--- src/rtl/conware_pkg.sv ---
// rtl/conware_pkg.sv - shared conware definitions for the transmit and receive stream blocks
//
// Purpose: holds the default frame geometry, the default pixel colors and the
// two-state transfer FSM encoding. The receive-side block uses the same values.
// Ports: none (package).

package conware_pkg;

    localparam int DWIDTH_DEFAULT = 32;
    localparam int WIDTH_DEFAULT  = 4;
    localparam int HEIGHT_DEFAULT = 4;

    localparam logic [31:0] ALIVE_DEFAULT = 32'h00FF_FFFF;
    localparam logic [31:0] DEAD_DEFAULT  = 32'h0000_0000;

    typedef enum logic {
        ST_IDLE = 1'b0,
        ST_SEND = 1'b1
    } state_e;

endpackage

--- src/rtl/cell2color.sv ---
// rtl/cell2color.sv - maps one cell bit to its pixel color
//
// Purpose: purely combinational select between the alive and dead colors.
// Ports:
//   cell_i  - cell state, 1 = alive
//   alive_i - color driven when the cell is alive
//   dead_i  - color driven when the cell is dead
//   color_o - selected pixel value

module cell2color #(
    parameter int DWIDTH = 32
) (
    input  logic              cell_i,
    input  logic [DWIDTH-1:0] alive_i,
    input  logic [DWIDTH-1:0] dead_i,
    output logic [DWIDTH-1:0] color_o
);

    assign color_o = cell_i ? alive_i : dead_i;

endmodule

--- src/rtl/buffer2axis.sv ---
// rtl/buffer2axis.sv - snapshots a conware cell frame and streams it as AXI4-Stream pixels
//
// Purpose: accepts one WIDTH*HEIGHT-bit frame through a valid/ready handshake,
// snapshots it together with the current colors, then emits one beat per cell
// (bit 0 first) with TLAST on the final cell.
// Optional feature: define BUFFER2AXIS_TUSER_EN to add M_AXIS_TUSER, which marks
// the first beat of each frame (start-of-frame).
// Ports:
//   clk, rstn                  - clock, asynchronous active-low reset
//   alive_color, dead_color    - pixel values for cell bits 1 and 0
//   in_data, in_valid, in_ready- frame input handshake
//   M_AXIS_TDATA/TVALID/TREADY/TLAST - pixel stream master
//   M_AXIS_TUSER               - start-of-frame flag (BUFFER2AXIS_TUSER_EN only)

module buffer2axis
    import conware_pkg::*;
#(
    parameter  int DWIDTH = DWIDTH_DEFAULT,
    parameter  int WIDTH  = WIDTH_DEFAULT,
    parameter  int HEIGHT = HEIGHT_DEFAULT,
    localparam int N      = WIDTH * HEIGHT,
    localparam int CNT_W  = $clog2(N)
) (
    input  logic              clk,
    input  logic              rstn,
    input  logic [DWIDTH-1:0] alive_color,
    input  logic [DWIDTH-1:0] dead_color,
    input  logic [N-1:0]      in_data,
    input  logic              in_valid,
    output logic              in_ready,
    output logic [DWIDTH-1:0] M_AXIS_TDATA,
    output logic              M_AXIS_TVALID,
    input  logic              M_AXIS_TREADY,
`ifdef BUFFER2AXIS_TUSER_EN
    output logic              M_AXIS_TUSER,
`endif
    output logic              M_AXIS_TLAST
);

    localparam logic [CNT_W-1:0] LAST_CNT = CNT_W'(N - 1);

    state_e            state_q, state_d;
    logic [CNT_W-1:0]  cnt_q,   cnt_d;
    logic [N-1:0]      snap_q,  snap_d;
    logic [DWIDTH-1:0] alive_q, alive_d;
    logic [DWIDTH-1:0] dead_q,  dead_d;

    logic              sending;
    logic              last_beat;
    logic [DWIDTH-1:0] pixel;

    always_ff @(posedge clk or negedge rstn) begin
        if (!rstn) begin
            state_q <= ST_IDLE;
            cnt_q   <= '0;
            snap_q  <= '0;
            alive_q <= '0;
            dead_q  <= '0;
        end else begin
            state_q <= state_d;
            cnt_q   <= cnt_d;
            snap_q  <= snap_d;
            alive_q <= alive_d;
            dead_q  <= dead_d;
        end
    end

    // Colors are latched with the frame so that color changes upstream only
    // take effect on the next frame.
    always_comb begin
        state_d = state_q;
        cnt_d   = cnt_q;
        snap_d  = snap_q;
        alive_d = alive_q;
        dead_d  = dead_q;
        case (state_q)
            ST_IDLE: begin
                if (in_valid) begin
                    snap_d  = in_data;
                    alive_d = alive_color;
                    dead_d  = dead_color;
                    cnt_d   = '0;
                    state_d = ST_SEND;
                end
            end
            ST_SEND: begin
                if (M_AXIS_TREADY) begin
                    if (last_beat) begin
                        cnt_d   = '0;
                        state_d = ST_IDLE;
                    end else begin
                        cnt_d = cnt_q + CNT_W'(1);
                    end
                end
            end
            default: state_d = ST_IDLE;
        endcase
    end

    assign sending   = (state_q == ST_SEND);
    assign last_beat = (cnt_q == LAST_CNT);

    cell2color #(
        .DWIDTH (DWIDTH)
    ) u_cell2color (
        .cell_i  (snap_q[cnt_q]),
        .alive_i (alive_q),
        .dead_i  (dead_q),
        .color_o (pixel)
    );

    // Stream outputs depend only on registered state, so a stall cannot
    // disturb them and TREADY never reaches TVALID.
    assign in_ready      = ~sending;
    assign M_AXIS_TVALID = sending;
    assign M_AXIS_TLAST  = sending & last_beat;
    assign M_AXIS_TDATA  = sending ? pixel : '0;

`ifdef BUFFER2AXIS_TUSER_EN
    assign M_AXIS_TUSER  = sending & (cnt_q == '0);
`endif

endmodule

--- config.mk ---
export PLATFORM = sky130hd
export DESIGN_NAME = buffer2axis
export DESIGN_NICKNAME = d
export VERILOG_FILES = /design/src/rtl/conware_pkg.sv /design/src/rtl/cell2color.sv /design/src/rtl/buffer2axis.sv
export SDC_FILE = /design/constraint.sdc
export NUM_CORES = 1
export LEC_CHECK = 0
export CAP_MARGIN = 25
export CELL_PAD_IN_SITES_DETAIL_PLACEMENT = 0
export CELL_PAD_IN_SITES_GLOBAL_PLACEMENT = 1
export CORE_ASPECT_RATIO = 0.9
export CORE_MARGIN = 2
export CORE_UTILIZATION = 37
export CTS_CLUSTER_SIZE = 24
export DETAILED_ROUTE_END_ITERATION = 12
export PLACE_DENSITY_LB_ADDON = 0.1
export SYNTH_ARGS = -nofsm -noshare
export SYNTH_HDL_FRONTEND = slang
export SYNTH_SLANG_ARGS = --single-unit
--- constraint.sdc ---
create_clock -name clk -period 3.4 [get_ports clk]
set_clock_uncertainty 0.1 [all_clocks]
set_input_delay 0.68 -clock clk [delete_from_list [all_inputs] [get_ports clk]]
set_output_delay 0.68 -clock clk [all_outputs]
set_load 0.02 [all_outputs]
==> results.cfg, run 1 <==
[outcome]
outcome = completed

[sta]
timing.final.crit_share_pct = 96.3
grt_setup_unrepaired = no
timing.final.max_slew_violations = 0
final_period_minus_worst_setup_slack_ns = 3.27
pin_slew_with_the_least_headroom_to_its_limit_ns = 0.654
achievable-frequency_ghz = 0.306
timing.final.hold_violations = 0
timing.max_slew.rel_slack_pct = 56.4
final-setup-viol-count = 0
hold_slack_ns = 0.275

[critical_path]
worst-endpoint-arrival_ns = 2.49
endpoint_kind = output pin
worst_r2r_src = M_AXIS_TVALID$_DFF_PN0_
critPathKind = flip-flop to output pin
cp_data_required_time_ns = 2.62
worst-path-max-fanout = 15
ff_to_ff_end = cnt_q[3]$_DFFE_PN0P_
timing.reg2reg.worst_path_depth = 5
startpoint_type = flip-flop
r2r_slack_ns = 1.54

[global_route]
grt_max_degree = 51
first_global_vias = 2729
antenna_found_initial = 0
aggregate_global_route_resource_usage_pct = 15.5
global_route_wire_length_before_repair_um = 13700
globalRouteOverflowTotal = 0

[worst_hold_path]
worstHoldPathType = primary input to asynchronous set/reset pin

[logic_synthesis]
seq_area_frac_synth_pct = 55.2
synth_cells = 274
yosys_register_bits = 85
xor_xnor_cell_area_share_of_the_yosys_netlist_pct = 0.227
syn_nets = 359
synth_top_family_by_area = multiplexers
synth_simple_gate_area_share_pct = 4.42
synth.area.mux_share_pct = 35.0
synth-compound-area-share_pct = 1.10
syn-mean-instance-area_um2 = 14.1
ys_warn_count = 0
post_synth_instance_area_um2 = 3850
synth_adder_area_share_pct = 0.325
netlist-cell-type-count = 24

[placement]
buffer_ports.inserted = 118
placed_cell_area_um2 = 5170
dp_cells = 511
place_hpwl_um = 5680
gp_congestion = 0.722

[layout]
layout.cells.most_common = sky130_fd_sc_hd__clkdlybuf4s50_1
most-common-layout-cells = 85 x sky130_fd_sc_hd__clkdlybuf4s50_1, 84 x sky130_fd_sc_hd__dfrtp_1, 80 x sky130_fd_sc_hd__mux2_2, 35 x sky130_fd_sc_hd__nor2_1, 32 x sky130_fd_sc_hd__mux2i_1
finish.utilization_pct = 52.4
antenna-diode-count = 0
seqCellArea_um2 = 2130
final-instance-count-excl-fill = 527
multi_input_comb_area_um2 = 1590
design.final.nets = 478
num-fill-cells = 949
post-route-cell-area_um2 = 5340
drive_gt1_share_pct = 35.2
areaGrowthSynthToFinish_pct = 38.7

[cts]
clock-root-buffer = sky130_fd_sc_hd__clkbuf_16
htreeDepth = 3
clkLatencyLatePin_ns = 0.33
clk_pin_slew_worst_paths_ns = 0.06
numCtsBuffers = 9
tritoncts = done
postcts_setup_bufs = 0
maximum_buffer_depth_of_the_clock_tree = 2
cts.sink_count = 85

[power]
power_density_of_the_placed_cells_nw_per_um2 = 1050
vdd_drop_max_mv = 0.563
total_power_mw = 5.63
static-leakage-power_nw = 2.39

[routing]
drt_drc_violations_left = 0
route.vias.total = 2559
wl_um = 8300
ant_nets = 0
routed_via_count_divided_by_cell_count = 4.86
dr.first_iter.drc_count = 105
routed_wire_length_per_instance_um = 15.7
first_pass_iters = 4

[floorplanning]
ios = 119
design.die.area_um2 = 11200
fp.dieH_um = 101
die_x_um = 112
num_rows = 35
initial_utilization_pct = 37.8
core-area_um2 = 10200

[flow_run]
drv.max_cap_violation_count = 0
[through the flow]
| step | worst slack [ns] | TNS, ns |
|---|---|---|
| 2_1_floorplan | 0.462 | 0 |
| 3_3_place_gp | -0.0166 | -0.0252 |
| 3_5_place_dp | -0.0374 | -0.0842 |
| 4_1_cts | 0.00161 | 0 |
| 5_1_grt | 0.0406 | 0 |
| 6_report | 0.127 | 0 |
[area by class of cell]
| type | count | share of cell area, % |
|---|---|---|
| multi-input combinational | 168 | 29.8 |
| timing repair buffer | 126 | 20.9 |
| sequential | 85 | 39.8 |
| inverter | 3 | 0.211 |
| clock buffer | 11 | 4.73 |
| tap | 129 | 3.02 |
| clock inverter | 5 | 1.55 |
[how the worst max path moves through the flow]
stage	startpoint	end	slack, ns	cells past startpoint
floorplan	cnt_q[0]$_DFFE_PN0P_	M_AXIS_TDATA[10]	0.46	7
global route	cnt_q[0]$_DFFE_PN0P_	M_AXIS_TDATA[0]	0.04	6
global placement	cnt_q[0]$_DFFE_PN0P_	M_AXIS_TDATA[30]	-0.02	6
CTS	cnt_q[0]$_DFFE_PN0P_	M_AXIS_TDATA[28]	0.002	6
finish	cnt_q[0]$_DFFE_PN0P_	M_AXIS_TDATA[30]	0.13	6
detailed placement	cnt_q[0]$_DFFE_PN0P_	M_AXIS_TDATA[30]	-0.04	6
[logic make-up after synthesis]
logic type / after synthesis
XOR/XNOR: 1
adder cells (fa/ha/maj): 1
multiplexers: 117
flip-flops: 85
buffers and inverters: 21
AO/OA/AOI/OAI: 6
AND/OR/NAND/NOR: 43
[critical path: stages, from the launching register on]
cell and delay (ns):
sky130_fd_sc_hd__dfrtp_2 0.42, sky130_fd_sc_hd__mux4_1 0.56, sky130_fd_sc_hd__mux4_2 0.55, sky130_fd_sc_hd__buf_12 0.20
sky130_fd_sc_hd__mux2i_1 0.13, sky130_fd_sc_hd__nor2_1 0.12, sky130_fd_sc_hd__buf_2 0.19
[repair_timing]
item | 4_1_cts | 5_1_grt
resized for setup | 78 | 30
endpoints found under the setup margin | 32 | 30
hold buffers | 0 | 0
[Yosys cell counts (all sizes together)]
master / instances / area (um^2)
nor2: 35 / 131
a31oi: 1 / 6.26
ha: 1 / 12.5
o21ai: 1 / 5.00
mux4: 5 / 128
mux2: 80 / 901
or3: 1 / 6.26
a21oi: 1 / 5.00
inv: 2 / 7.51
o31ai: 1 / 7.51
nor3: 1 / 5.00
dfrtp: 85 / 2130
nand3: 2 / 10.0
nor2b: 1 / 6.26
buf: 5 / 82.6
mux2i: 32 / 320
clkinv: 1 / 3.75
a41oi: 1 / 8.76
clkbuf: 13 / 48.8
a32o: 1 / 10.0
xnor2: 1 / 8.76
nand2: 3 / 11.3
[report_power, final]
group / switching (mW) / total (mW) / internal (mW)
sequential: 0.263 / 1.78 / 1.51
combinational: 1.44 / 2.78 / 1.34
clock: 0.394 / 1.08 / 0.685
total: 2.09 / 5.63 / 3.54
[metal layers]
layer  GRT usage [%]  vias to the layer above  wire (um)
met3            4.99                        4        476
met2            25.0                       71       3920
met1            20.5                     1272       3840
met5               0                        -          0
met4            3.99                        0         52
li1                -                     1212          -
[registers in the layout, indices dropped and copies added (netlist names)]
name	flops
alive_q	32
dead_q	32
snap_q	16
cnt_q	4
M_AXIS_TVALID	1
Power figures use the tool's default switching activity.
==> run 2: changes to the inputs <==
--- a/config.mk
+++ b/config.mk
@@ -5,6 +5,7 @@
 export SDC_FILE = /design/constraint.sdc
 export NUM_CORES = 1
 export LEC_CHECK = 0
+export ABC_CLOCK_PERIOD_IN_PS = 3400
 export CAP_MARGIN = 25
 export CELL_PAD_IN_SITES_DETAIL_PLACEMENT = 0
 export CELL_PAD_IN_SITES_GLOBAL_PLACEMENT = 1
==> results of run 2 <==
Final layout, timing and power as in run 1 (identical DEF).
